===== config.mk =====
export PLATFORM = sky130hd
export DESIGN_NAME = fc_argmax
export DESIGN_NICKNAME = d
export VERILOG_FILES = /design/src/rtl/fc_argmax.sv
export SDC_FILE = /design/constraint.sdc
export NUM_CORES = 1
export LEC_CHECK = 0
export BUFFER_PORTS_ARGS = -buffer_cell sky130_fd_sc_hd__buf_4
export CAP_MARGIN = 20
export CORE_ASPECT_RATIO = 1.25
export CORE_MARGIN = 3
export CORE_UTILIZATION = 60
export DETAILED_ROUTE_END_ITERATION = 12
export GPL_ROUTABILITY_DRIVEN = 0
export PLACE_DENSITY = 0.83
export SYNTH_ARGS = -nofsm -noshare
export SYNTH_HDL_FRONTEND = slang
export SYNTH_SLANG_ARGS = --single-unit
export TNS_END_PERCENT = 10

===== constraint.sdc =====
create_clock -name clk -period 4 [get_ports clk]
set_input_delay 0.6 -clock clk [delete_from_list [all_inputs] [get_ports clk]]
set_output_delay 0.6 -clock clk [all_outputs]
set_load 0.03 [all_outputs]

===== src/rtl/fc_argmax.sv =====
// Argmax over a stream of signed FC-layer outputs; reports the winning class index with a done pulse.
// Optional feature: define FC_ARGMAX_SCORE_EN to expose the winning value on max_score.
module fc_argmax #(
    parameter int NUM_CLASSES = 10,
    parameter int DATA_WIDTH  = 16,
    parameter int IDX_W       = $clog2(NUM_CLASSES)
) (
    input  logic                  clk,
    input  logic                  rst,
    input  logic                  start,
    input  logic                  in_valid,
    input  logic [DATA_WIDTH-1:0] in_data,
    output logic                  in_ready,
    output logic                  busy,
    output logic                  done,
    output logic [IDX_W-1:0]      class_idx
`ifdef FC_ARGMAX_SCORE_EN
    ,
    output logic [DATA_WIDTH-1:0] max_score
`endif
);

    localparam logic [1:0] S_IDLE   = 2'd0;
    localparam logic [1:0] S_ACCEPT = 2'd1;
    localparam logic [1:0] S_REPORT = 2'd2;

    localparam logic [IDX_W-1:0] LAST_IDX = IDX_W'(NUM_CLASSES - 1);

    logic [1:0]            state;
    logic [1:0]            state_nxt;
    logic [IDX_W-1:0]      cnt;
    logic [IDX_W-1:0]      best_idx;
    logic [IDX_W-1:0]      upd_idx;
    logic [DATA_WIDTH-1:0] best_val;
    logic [DATA_WIDTH-1:0] upd_val;
    logic                  beat;
    logic                  last_beat;

    assign in_ready  = (state == S_ACCEPT);
    assign busy      = (state == S_ACCEPT);
    assign beat      = in_valid && in_ready;
    assign last_beat = beat && (cnt == LAST_IDX);

    // Running best including the current beat; strict compare keeps the lower index on ties.
    always_comb begin
        upd_idx = best_idx;
        upd_val = best_val;
        if (cnt == '0) begin
            upd_idx = '0;
            upd_val = in_data;
        end else if ($signed(in_data) > $signed(best_val)) begin
            upd_idx = cnt;
            upd_val = in_data;
        end
    end

    always_comb begin
        state_nxt = state;
        case (state)
            S_IDLE:   if (start) state_nxt = S_ACCEPT;
            S_ACCEPT: if (last_beat) state_nxt = S_REPORT;
            S_REPORT: state_nxt = S_IDLE;
            default:  state_nxt = S_IDLE;
        endcase
    end

    // Result registers load on the final beat so they are already valid during the REPORT cycle.
    always_ff @(posedge clk or posedge rst) begin
        if (rst) begin
            state     <= S_IDLE;
            cnt       <= '0;
            best_idx  <= '0;
            best_val  <= '0;
            done      <= 1'b0;
            class_idx <= '0;
`ifdef FC_ARGMAX_SCORE_EN
            max_score <= '0;
`endif
        end else begin
            state <= state_nxt;
            done  <= last_beat;
            if (state == S_IDLE && start) begin
                cnt <= '0;
            end else if (beat) begin
                cnt      <= last_beat ? '0 : cnt + IDX_W'(1);
                best_idx <= upd_idx;
                best_val <= upd_val;
            end
            if (last_beat) begin
                class_idx <= upd_idx;
`ifdef FC_ARGMAX_SCORE_EN
                max_score <= upd_val;
`endif
            end
        end
    end

endmodule


==> summary.md <==
| Metric | Value |
|---|---|
| Final number of max-transition violations | 0 |
| DR vias | 1413 |
| Clock Latency Late Sink | 0.35 ns |
| Area Growth Syn to Fin | 16.83% |
| Number of filler cells placed in the layout | 195 |
| Number of enable flip-flop cells after synthesis | 0 |
| F_max | 341.5 MHz |
| Core ar. | 2811 µm² |
| DRT Pass-1 Iters | 4 |
| Syn_nets | 213 |
| Antenna Nets Post-Route | 0 |
| Synth Area in Simple Gates | 13.96% |
| Die area | 3765 µm² |
| Min cycle time layout | 2.928 ns |
| Syn_area_per_cell | 10.56 µm² |
| Layout cells sized above 1 | 28.78% |
| Final hold vios | 0 |
| Lkg Pwr | 1.090 nW |
| Overall routing resource usage | 22.22% |
| Post-DP HPWL | 2814 µm |
| Post-Synth XOR/XNOR Area | 0% |
| Dpl cells | 231 |
| Post-synthesis mux area share | 11.24% |
| Core Util, Final | 76.32% |
| Clock Path Buffers | 2 |
| R2r startpoint | best_val[15] |
| DRC viols | 0 |
| Ys flop type | dfrtp_1 |
| Rel. slew slack | 50.40% |
| Mapped cell area | 1837 µm² |
| CP Max Fanout | 19 |
| Adder-Cell Fraction of Synth Area | 12.94% |
| Fin nets | 243 |
| Asr flop ratio synth | 100.0% |
| Non-filler cells, final | 239 |
| Initial antenna violation count | 0 |
| Clk sinks | 31 |
| CTS tree | yes |
| I/O Pins | 27 |
| Initial Utilization | 65.33% |
| Cells after synthesis | 174 |
| Cells taking the most area after synthesis | dfrtp_1 (42%), ha_1 (13%), mux2_4 (5.7%) |
| RSZ-0062 raised after global routing | no |
| Seq cells post-synth | 31 |
| Worst min-delay path class | in2async |
| Worst Path Required | 4.23 ns |
| Routed vias/inst | 5.912 |
| Worst Skew | 0.01533 ns |
| Setup TNS | 0 ns |
| CTS resizes | 0 |
| Post-synthesis compound-gate area fraction | 12.19% |
| Clk slew on worst S/H paths | 0.11 ns |
| Crit path launch type | register |
| Worst Tran Pin Value | 0.7440 ns |
| PD cells | 742.9 nW/µm² |
| YS warnings | 0 |
| Die width | 55.49 µm |
| IO buf count | 26 |
| Drt total wl | 3697 µm |
| CP startpoint | best_val[15] |
| H-tree Lvls | 2 |
| Number of global-route vias before repair | 1497 |
| Site Rows | 21 |
| Max VDD drop | 574.6 µV |
| Final setup fails | 0 |
| Postcts setup bufs | 0 |
| Arrival time worst endpoint | 3.15 ns |
| Crit end category | register |
| Top cells by count, synth | dfrtp_1 (31), inv_1 (25), ha_1 (19) |
| Hold buffers post-CTS | 0 |
| Synth top area share | 42.23% |
| Largest net degree at the start of global routing | 20 |
| Congestion Overflow GR | 0 |
| Synth cell types | 41 |
| Outcome | complete, no violations |
| CTS buffer count | 5 |
| Final Cycle Share | 73.20% |
| DRT iter0 DRCs | 36 |
| Max-capacitance violation count | 0 |
| Antenna diode count | 0 |
| Fin Hold WS | 0.3457 ns |
| Most frequent cell after synthesis | dfrtp_1 |
| Kind of critical path | reg2reg |
| Routed len/inst | 15.47 µm |
| Sequential area share after synthesis | 42.23% |
| Largest family of logic cells by synthesized area | simple AND/OR/NAND/NOR gates |
| Die H | 67.86 µm |
| First-pass GRT wire length | 6348 µm |
| Leading area contributor after synthesis | dfrtp_1 |
| CTS root buffer | clkbuf_4 |
| Total power | 0.001594 W |
==> placed cells by master (no fill, tap or decap), types with 2 or more instances in the layout <==
master | synthesis | layout
a211o_2 | 2 | 2
a21o_1 | 2 | 2
a21oi_1 | 10 | 10
a31oi_1 | 3 | 3
buf_4 | 1 | 26
clkbuf_4 | 0 | 5
dfrtp_1 | 31 | 31
ha_1 | 19 | 19
inv_1 | 25 | 25
mux2_2 | 9 | 9
mux2_4 | 7 | 7
nand2_1 | 15 | 15
nand3_1 | 3 | 3
nand4_1 | 6 | 6
nor2_1 | 11 | 11
nor2b_1 | 2 | 2
nor3_1 | 2 | 2
o32ai_1 | 2 | 2
==> cell families (layout without fill, tap and decap cells) <==
kind of cell / count (synthesis) / in the layout
buffers and inverters: 29 / 60
and+or+nand+nor: 50 / 50
muxes: 16 / 16
adders and majority gates: 19 / 19
AOI/OAI and AO/OA: 29 / 29
DFF: 31 / 31
==> sequential cells by signal (all words and copies together), names as in the netlist <==
register   count
state          2
best_val      16
class_idx      4
cnt            4
best_idx       4
done           1
==> cell type report <==
cell class	instances	area (µm²)	area share, %
tap	34	42.54	1.983
inverter	25	93.84	4.373
clock inverter	2	35.03	1.633
sequential	31	775.7	36.15
timing repair buffer	27	222.7	10.38
multi-input combinational	114	924.6	43.09
clock buffer	6	51.30	2.391
==> metal layers <==
layer | vias up | part of all wire (%) | global-route usage (%)
met5 | - | 0 | 0
met4 | 0 | 3.8 | 16.41
met3 | 18 | 4.4 | 5.472
met2 | 42 | 52 | 38.76
met1 | 685 | 40 | 23.63
li1 | 668 | - | -
==> power breakdown <==
part | total, W | switching, W | internal [W]
combinational | 0.000774 | 0.000406 | 0.000368
clock | 0.000264 | 0.000116 | 0.000148
sequential | 0.000556 | 0.000102 | 0.000454
total | 0.00159 | 0.000625 | 0.000969
==> metrics by stage <==
| step | worst slack, ns | cell area [µm²] |
|---|---|---|
| final | 1.072 | 2146 |
| after global routing | 0.8703 | 2146 |
| after CTS | 1.081 | 2146 |
| after detailed placement | 0.7594 | 2059 |
| after global placement | 0.8489 | 2032 |
| after floorplan | 1.277 | 1837 |
==> final timing paths <==
check	depth (start not counted)	slack (ns)	end
setup / recovery	8	1.07	best_val[1]
hold / removal	2	0.35	class_idx[2]
setup reg to reg	8	1.07	best_val[1]
hold reg to reg	2	0.51	class_idx[1]
max in group asynchronous	3	3.13	best_val[10]
min in group clk	2	0.49	best_val[6]
==> worst max-delay path: stages, from the launching register on <==
cell      delay [ns]
dfrtp_1         0.36
inv_1           0.04
ha_1            0.31
nand4_2         0.16
nor2_1          0.08
a311oi_2        0.30
nand4_1         0.39
a31oi_4         0.77
mux2_2          0.41
Power figures use the tool's default switching activity.
